### config.mk
export PLATFORM = sky130hd
export DESIGN_NAME = vector_list_writer
export DESIGN_NICKNAME = d
export VERILOG_FILES = /design/src/rtl/vector_pkg.sv /design/src/rtl/vector_word_pack.sv /design/src/rtl/vector_list_writer.sv
export SDC_FILE = /design/constraint.sdc
export NUM_CORES = 1
export LEC_CHECK = 0
export BUFFER_PORTS_ARGS = -buffer_cell sky130_fd_sc_hd__clkbuf_2
export CAP_MARGIN = 15
export CORE_UTILIZATION = 53
export CTS_BUF_LIST = sky130_fd_sc_hd__clkbuf_16
export DETAILED_ROUTE_END_ITERATION = 7
export GPL_TIMING_DRIVEN = 0
export PLACE_DENSITY = 0.84
export SETUP_SLACK_MARGIN = 0.02
export SLEW_MARGIN = 10
export SYNTH_ARGS = -nofsm -noshare
export SYNTH_HDL_FRONTEND = slang
export SYNTH_HIERARCHICAL = 1
export SYNTH_SLANG_ARGS = --single-unit
### constraint.sdc
create_clock -name clk -period 1.8 [get_ports clk]
set_input_delay 0.36 -clock clk [delete_from_list [all_inputs] [get_ports clk]]
set_output_delay 0.36 -clock clk [all_outputs]
set_load 0.02 [all_outputs]
### src/rtl/vector_pkg.sv
// Shared definitions for the vector display-list writer: word field layout,
// the terminator word and the writer state encoding.
package vector_pkg;

    localparam int POS_BIT    = 0;
    localparam int LINE_BIT   = 1;
    localparam int X_LSB      = 2;
    localparam int Y_LSB      = 10;
    localparam int VEC_WORD_W = 18;

    localparam logic [VEC_WORD_W-1:0] VEC_TERM = '0;

    typedef enum logic [1:0] {
        ST_INIT,
        ST_FILL,
        ST_TERM,
        ST_WAIT_SWAP
    } writer_state_e;

endpackage

### src/rtl/vector_word_pack.sv
// Combinational packing of a move/line command into a display-list word.
// Optional coordinate clamp to [FRAME_MIN, FRAME_MAX] when VECTOR_CLIP_EN is defined.
module vector_word_pack
    import vector_pkg::*;
#(
    parameter int OUT_WIDTH = 8,
    parameter int FRAME_MIN = 0,
    parameter int FRAME_MAX = 255
) (
    input  logic                   line,
    input  logic [OUT_WIDTH-1:0]   x,
    input  logic [OUT_WIDTH-1:0]   y,
    output logic [2*OUT_WIDTH+1:0] word
);

`ifdef VECTOR_CLIP_EN
    localparam bit CLIP_EN = 1'b1;
`else
    localparam bit CLIP_EN = 1'b0;
`endif

    // Canonical y position for the 8-bit geometry, otherwise packed right after x.
    localparam int Y_POS = (OUT_WIDTH == Y_LSB - X_LSB) ? Y_LSB : X_LSB + OUT_WIDTH;

    // Compared as int so bounds at the edge of the coordinate range stay plain compares.
    function automatic logic [OUT_WIDTH-1:0] clamp(input logic [OUT_WIDTH-1:0] v);
        if (int'(v) < FRAME_MIN) return OUT_WIDTH'(FRAME_MIN);
        if (int'(v) > FRAME_MAX) return OUT_WIDTH'(FRAME_MAX);
        return v;
    endfunction

    logic [OUT_WIDTH-1:0] x_c;
    logic [OUT_WIDTH-1:0] y_c;

    always_comb begin
        x_c = CLIP_EN ? clamp(x) : x;
        y_c = CLIP_EN ? clamp(y) : y;
        word                       = '0;
        word[POS_BIT]              = ~line;
        word[LINE_BIT]             = line;
        word[X_LSB +: OUT_WIDTH]   = x_c;
        word[Y_POS +: OUT_WIDTH]   = y_c;
    end

endmodule

### src/rtl/vector_list_writer.sv
// Double-buffered display-list writer: packs move/line commands into RAM words,
// terminates each frame and swaps banks on frame_done. Optional clip: VECTOR_CLIP_EN.
module vector_list_writer
    import vector_pkg::*;
#(
    parameter int OUT_WIDTH    = 8,
    parameter int ADDRESSWIDTH = 8,
    parameter int DATAWIDTH    = 18,
    parameter int FRAME_MIN    = 0,
    parameter int FRAME_MAX    = 255
) (
    input  logic                    clk,
    input  logic                    rst,
    input  logic                    cmd_valid,
    output logic                    cmd_ready,
    input  logic                    cmd_line,
    input  logic [OUT_WIDTH-1:0]    cmd_x,
    input  logic [OUT_WIDTH-1:0]    cmd_y,
    input  logic                    cmd_last,
    input  logic                    frame_done,
    output logic                    wr_en,
    output logic [ADDRESSWIDTH-1:0] wr_addr,
    output logic [DATAWIDTH-1:0]    wr_data,
    output logic                    disp_bank,
    output logic                    overflow,
    output logic [ADDRESSWIDTH-2:0] word_count
);

    localparam int IW = ADDRESSWIDTH - 1;
    localparam logic [IW-1:0] LAST_IDX = '1;

    writer_state_e state_q, state_d;
    logic                    bank_q, bank_d;
    logic                    disp_bank_q, disp_bank_d;
    logic [IW-1:0]           index_q, index_d;
    logic                    overflow_q, overflow_d;
    logic [IW-1:0]           word_count_q, word_count_d;
    logic                    wr_en_q, wr_en_d;
    logic [ADDRESSWIDTH-1:0] wr_addr_q, wr_addr_d;
    logic [DATAWIDTH-1:0]    wr_data_q, wr_data_d;
    logic [DATAWIDTH-1:0]    packed_word;
    logic                    accept;

    vector_word_pack #(
        .OUT_WIDTH (OUT_WIDTH),
        .FRAME_MIN (FRAME_MIN),
        .FRAME_MAX (FRAME_MAX)
    ) u_pack (
        .line (cmd_line),
        .x    (cmd_x),
        .y    (cmd_y),
        .word (packed_word)
    );

    assign cmd_ready = (state_q == ST_FILL);
    assign accept    = cmd_valid & cmd_ready;

    always_comb begin
        // NOTE: every signal gets a default first so no path leaves one unassigned (no latches).
        state_d      = state_q;
        bank_d       = bank_q;
        disp_bank_d  = disp_bank_q;
        index_d      = index_q;
        overflow_d   = overflow_q;
        word_count_d = word_count_q;
        wr_en_d      = 1'b0;
        wr_addr_d    = wr_addr_q;
        wr_data_d    = wr_data_q;

        unique case (state_q)
            ST_INIT: begin
                // Give the display an empty list in the bank it reads first.
                wr_en_d   = 1'b1;
                wr_addr_d = {disp_bank_q, {IW{1'b0}}};
                wr_data_d = DATAWIDTH'(VEC_TERM);
                state_d   = ST_FILL;
            end
            ST_FILL: begin
                if (accept) begin
                    if (index_q != LAST_IDX) begin
                        wr_en_d   = 1'b1;
                        wr_addr_d = {bank_q, index_q};
                        wr_data_d = packed_word;
                        index_d   = index_q + 1'b1;
                    end else begin
                        // Last slot is kept for the terminator; drop rather than stall.
                        overflow_d = 1'b1;
                    end
                    if (cmd_last) state_d = ST_TERM;
                end
            end
            ST_TERM: begin
                wr_en_d      = 1'b1;
                wr_addr_d    = {bank_q, index_q};
                wr_data_d    = DATAWIDTH'(VEC_TERM);
                word_count_d = index_q;
                state_d      = ST_WAIT_SWAP;
            end
            ST_WAIT_SWAP: begin
                if (frame_done) begin
                    disp_bank_d = bank_q;
                    bank_d      = ~bank_q;
                    index_d     = '0;
                    overflow_d  = 1'b0;
                    state_d     = ST_FILL;
                end
            end
            default: state_d = ST_INIT;
        endcase
    end

    always_ff @(posedge clk or negedge rst) begin
        if (!rst) begin
            state_q      <= ST_INIT;
            bank_q       <= 1'b0;
            disp_bank_q  <= 1'b1;
            index_q      <= '0;
            overflow_q   <= 1'b0;
            word_count_q <= '0;
            wr_en_q      <= 1'b0;
            wr_addr_q    <= '0;
            wr_data_q    <= '0;
        end else begin
            // NOTE: non-blocking assignments so all registers update from the same pre-edge values.
            state_q      <= state_d;
            bank_q       <= bank_d;
            disp_bank_q  <= disp_bank_d;
            index_q      <= index_d;
            overflow_q   <= overflow_d;
            word_count_q <= word_count_d;
            wr_en_q      <= wr_en_d;
            wr_addr_q    <= wr_addr_d;
            wr_data_q    <= wr_data_d;
        end
    end

    assign wr_en      = wr_en_q;
    assign wr_addr    = wr_addr_q;
    assign wr_data    = wr_data_q;
    assign disp_bank  = disp_bank_q;
    assign overflow   = overflow_q;
    assign word_count = word_count_q;

endmodule

Yosys cells after proc, flatten, opt, wreduce, memory -nomap -nowiden
Cells that the tools add are included.
{ "word_totals": {"ff_bits": 46, "wordCells": 54, "out_inout_bits": 37, "input_bits": 22} }
{ "op_classes": {"reduce_logical": 11, "mux": 21, "eq_ne": 9, "addsub": 1, "bitwise": 3} }
{ "op_table": {"columns": ["op", "count"], "rows": [
  ["18-bit two-way mux", 2],
  ["18-bit case mux with 2 select lines", 1],
  ["8-bit case mux with 3 select lines", 1],
  ["7-bit two-way mux", 3],
  ["8-bit two-way mux", 2],
  ["7-bit case mux with 2 select lines", 1],
  ["3-bit AND reduction", 3],
  ["2-bit case mux with 4 select lines", 1],
  ["4-bit AND reduction", 2],
  ["7-bit by 1-bit adder with 7-bit output (second input constant)", 1],
  ["7-bit inequality test (second input constant)", 1],
  ["2-bit two-way mux", 3],
  ["2-bit by 1-bit inequality test with 1-bit output (second input constant)", 3],
  ["1-bit two-way mux", 5],
  ["2-bit equality test (second input constant)", 2],
  ["2-bit inequality test (second input constant)", 2],
  ["1-bit case mux with 2 select lines", 2],
  ["2-bit nonzero test", 2],
  ["3-bit nonzero test", 1],
  ["2-bit by 1-bit equality test with 1-bit output (second input constant)", 1],
  ["2-bit logical NOT", 1],
  ["1-bit inverter", 2],
  ["2-bit AND reduction", 1],
  ["2-bit OR reduction", 1],
  ["1-bit bitwise AND", 1]
]} }

Depth between registers and ports, before layout
{ "logic_depth": {"word_depth": 4, "depth_mapped": 7, "depth_no_buf": 6} }

Modules after synthesis
The synthesis kept the hierarchy.
{ "by_module_without_submodules": {"columns": ["mod", "seq_area_each_um2", "n_inst", "cells_each", "area_per_inst_um2"], "rows": [
  ["vector_list_writer", 1152.4, 1, 211, 2212.1],
  ["vector_word_pack", 0.0, 1, 18, 131.4]
]} }

Worst setup path before layout
OpenSTA, ideal clock, no wires.
{ "synth_timing": {"path_kind": "register to register", "start": "register state_q[1]", "end": "register index_q[4]", "setup_slack_ns": -0.002, "period_less_slack_ns": 1.802, "n_path_buf": 1, "required_time_ns": 1.670, "stages_incl_launch_ff": 8, "setup_ns": 0.130, "t_arrival_ns": 1.672, "cell_sequence": "dfrtp_1 > inv_1 > ha_1 > buf_2 > and3_1 > and3_1 > nor4bb_1 > nor3_1"} }
{ "synth_between": {"elab_chain_len": 4, "word_cells_on_any_way": 9, "classes_between": "eq/ne: 5; mux: 1; bitwise: 1; reduce/logical: 2"} }
{ "synth_rtl": {"columns": ["item", "line_no", "rtl"], "rows": [
  ["from (decl)", "vector_list_writer.sv:32", "writer_state_e state_q, state_d;"],
  ["from (signal assigned)", "vector_list_writer.sv:125", "state_q <= state_d;"],
  ["2-bit by 1-bit equality test with 1-bit output *", "vector_list_writer.sv:55", "assign cmd_ready = (state_q == ST_FILL);"],
  ["named net cmd_ready", "vector_list_writer.sv:15", "output logic cmd_ready,"],
  ["1-bit bitwise AND", "vector_list_writer.sv:56", "assign accept = cmd_valid & cmd_ready;"],
  ["2-bit by 1-bit inequality test with 1-bit output (no line)", null, null],
  ["4-bit AND reduction (no line)", null, null],
  ["to (signal assigned)", "vector_list_writer.sv:128", "index_q <= index_d;"],
  ["to (decl)", "vector_list_writer.sv:35", "logic [IW-1:0] index_q, index_d;"]
]} }
The timed path passes the listed nets; every way through them passes the cells marked *.
A chain may end at the register's enable or synchronous reset.

Worst setup path in the final report
{ "layout_timing": {"start": "register index_q[0]", "end": "register wr_data_q[8], in the netlist wr_data[8]"} }
{ "layout_between": {"elab_chain_len": 3} }
{ "layout_rtl": {"columns": ["item", "line_no", "rtl"], "rows": [
  ["7-bit inequality test", "vector_list_writer.sv:80", "if (index_q != LAST_IDX) begin"],
  ["2-bit by 1-bit inequality test with 1-bit output (no line)", null, null],
  ["3-bit AND reduction (no line)", null, null],
  ["to (signal assigned)", "vector_list_writer.sv:133", "wr_data_q <= wr_data_d;"],
  ["to (decl)", "vector_list_writer.sv:40", "logic [DATAWIDTH-1:0] wr_data_q, wr_data_d;"]
]} }
Every way passes these cells.

==> flow_metrics.env <==
export IMPL_status="complete, but fails checks"
export IMPL_violations="setup timing"
export IMPL_clk_path_buf_depth=2
export IMPL_place_ws_ns=-0.218
export IMPL_gr_total_overflow=0
export IMPL_dp_cells=320
export IMPL_rsz0062_at_grt="yes"
export IMPL_cts_root_buffer="clkbuf_16"
export IMPL_fmax_mhz=552
export IMPL_end_kind="register"
export IMPL_gp_congestion=0.853
export IMPL_final_max_slew_violation_count=0
export IMPL_setup_viol=1
export IMPL_core_area_sq_mm=0.00412
export IMPL_seq_area_sq_mm=0.00115
export IMPL_critPathTopFamily="flip-flops"
export IMPL_rr_endpoint="wr_data[8]$_DFFE_PN0P_"
export IMPL_endpoint="wr_data[8]$_DFFE_PN0P_"
export IMPL_viasPerCell=5.26
export IMPL_drc_errors=0
export IMPL_crit_arrival_ns=2.01
export IMPL_die_area_sq_mm=0.00469
export IMPL_reg2reg_from="index_q[0]$_DFFE_PN0P_"
export IMPL_drive_above_1_share_pct=35.1
export IMPL_path_depth=7
export IMPL_row_count=23
export IMPL_slowest_delay_ns=0.45
export IMPL_grtUsageTotal_pct=20.6
export IMPL_final_cells=329
export IMPL_fillers=337
export IMPL_crit_chain="ha_1, nand3_2, o21ai_1, a21oi_1, buf_6, buf_8, mux2i_2"
export IMPL_clk_pin_slew_ns=0.07
export IMPL_p_comb_share_pct=45.8
export IMPL_maxCapViolCount=0
export IMPL_drt_iter0_drc=93
export IMPL_netlist_area_sq_mm=0.00234
export IMPL_grt_max_degree=47
export IMPL_io_pins=59
export IMPL_num_antenna_cells=0
export IMPL_avgSynthCellArea_sq_um=10.2
export IMPL_numCtsBuffers=5
export IMPL_clk_latency_ns=0.29
export IMPL_num_vias=1732
export IMPL_crit_path_top_delay_cell="dfrtp_2"
export IMPL_portBuffers=41
export IMPL_ys_types=33
export IMPL_cp_max_fo=10
export IMPL_worstMarginPinSlew_ns=1.03
export IMPL_syn_num_nets=257
export IMPL_critPathLaunchType="register"
export IMPL_ant_nets=0
export IMPL_hp_class="in -> async"
export IMPL_worstSetupPathType="reg -> reg"
export IMPL_intPower_mw=2.95
export IMPL_wl_per_cell_um=14.0
export IMPL_antenna_found_initial=0
export IMPL_drt_pass1_iter_count=4
export IMPL_die_w_um=68.5
export IMPL_seq_power_share_pct=32.7
export IMPL_hpwlAfterDp_um=3080
export IMPL_critPathRequiredTime_ns=2.00
export IMPL_p_switching_mw=1.88
export IMPL_r2r_setup_slack_ns=-0.01
export IMPL_postPlaceCellArea_sq_mm=0.00261
export IMPL_yosys_warnings=6
export IMPL_power_density_mw_per_mm2=1710
export IMPL_setup_worst_path_start="index_q[0]$_DFFE_PN0P_"
export IMPL_cts_tree="yes"
export IMPL_multi_input_area_sq_um=898
export IMPL_min_period_ns=1.81
export IMPL_syn_to_final_growth_pct=20.5
export IMPL_fin_skew_ns=0.00841
export IMPL_pwr_share_clk_pct=21.6
export IMPL_setup_tns_ns=-0.0111
export IMPL_p_leak_nw=1.52
export IMPL_nets=306
export IMPL_ir_drop_uv=1190
export IMPL_grt_pass1_vias=1524
export IMPL_cp_num_buf_inv=2
export IMPL_syn_inst=229
export IMPL_htreeDepth=2
export IMPL_initial_core_util_pct=56.9
export IMPL_final_area_sq_mm=0.00282
export IMPL_setup_ws_ns=-0.0111
export IMPL_die_h_um=68.5
export IMPL_grt_pass1_wl_um=6980
export IMPL_hold_viol=0
export IMPL_ff2ff_path_depth=7
export IMPL_cts_sinks=46
export IMPL_period_share_pct=101
export IMPL_drt_total_wl_um=4620
export IMPL_cts_hold_buf=0
export IMPL_relSlewSlack_pct=31.4
export IMPL_switching_share_pct=39.0
export IMPL_seq_area_frac_synth_pct=49.2
export IMPL_ys_seq_elements=46
per-stage QoR:
step	util (%)	power (mW)	hold slack, ns
2_1_floorplan	-	3.09	0.0644
3_3_place_gp	63.5	3.59	0.476
3_5_place_dp	63.5	3.68	0.499
4_1_cts	67.8	4.77	0.318
5_1_grt	68.6	5.14	0.315
6_report	68.6	4.84	0.257
logic make-up after synthesis:
family	synth area share [%]
compound gates	5.71
xor+xnor	0.374
flops	49.2
fa+ha+maj	3.20
mux	16.8
buf+inv	13.2
simple gates	11.5
area by class of cell:
class,instances,area share (%)
Buffer,25,6.96
Sequential cell,46,40.9
Timing Repair Buffer,44,8.06
Clock inverter,3,1.55
Inverter,31,4.12
Clock buffer,5,4.43
Multi-Input combinational cell,125,31.8
Tap cell,50,2.22
power groups by stage:
stage	Sequential (mW)	Combinational, mW	Clock [mW]
6_report	1.58	2.21	1.04
5_1_grt	1.62	2.40	1.11
4_1_cts	1.58	2.13	1.05
3_5_place_dp	1.60	2.08	0
3_3_place_gp	1.58	2.01	0
2_1_floorplan	1.90	1.19	0
cells in the mapped netlist, drive strengths merged:
library cell,number,area (sq um)
dfstp,1,26.3
or4b,1,10.0
mux2i,27,270
or4,1,7.51
inv,31,116
mux2,11,124
nor4bb,1,10.0
xnor2,1,8.76
o221ai,1,8.76
nand2b,1,6.26
o2bb2ai,1,8.76
nor3,5,25.0
nand4,1,6.26
clkbuf,1,3.75
nand2,34,128
o211ai,2,20.0
dfrtp,45,1130
ha,6,75.1
nand3,5,35.0
o21ai,8,40.0
a31oi,2,12.5
and3,2,12.5
buf,26,190
a21oi,7,35.0
o311ai,1,8.76
nor2,7,28.8
layout by cell type (no fill, tap or decap), types with 6 or more instances in the layout:
cell type | synthesis | routed
nor2_1 | 6 | 6
clkbuf_2 | 0 | 40
buf_4 | 17 | 20
o21ai_0 | 7 | 7
inv_1 | 31 | 30
dfrtp_1 | 45 | 44
mux2_2 | 11 | 11
mux2i_1 | 27 | 26
nand2_1 | 34 | 34
a21oi_1 | 7 | 7
how the worst min path moves through the flow:
stage | from | endpoint | slack, ns | depth (start not counted)
2_1_floorplan | rst | bank_q$_DFFE_PN0P_ | 0.06 | 0
3_3_place_gp | bank_q$_DFFE_PN0P_ | bank_q$_DFFE_PN0P_ | 0.48 | 1
3_5_place_dp | word_count[4]$_DFFE_PN0N_ | word_count[4]$_DFFE_PN0N_ | 0.50 | 1
4_1_cts | cmd_x[7] | wr_data[9]$_DFFE_PN0P_ | 0.32 | 3
5_1_grt | cmd_y[3] | wr_data[13]$_DFFE_PN0P_ | 0.32 | 3
6_report | rst | index_q[2]$_DFFE_PN0P_ | 0.26 | 1
what timing repair did:
action	4_1_cts	5_1_grt
buffers inserted	0	3
gates resized for setup	5	6
endpoints found under the setup margin	14	30
pin swaps	0	1
cloned	0	0
sequential cells by signal, indices dropped and copies added (netlist names):
signal,count
wr_en,1
overflow,1
state_q,2
wr_data,18
disp_bank,1
bank_q,1
word_count,7
index_q,7
wr_addr,8
routing by layer:
metal  up-vias  wire length, um  share of wire (%)  track usage, %
met3         8              224                4.9            6.25
met1       851             2020                 44            26.5
met4         0               63                1.4            5.99
met5         -                0                  0               0
met2        45             2300                 50            33.2
li1        828                -                  -               -
No activity file was read; power rests on OpenSTA's default activity.
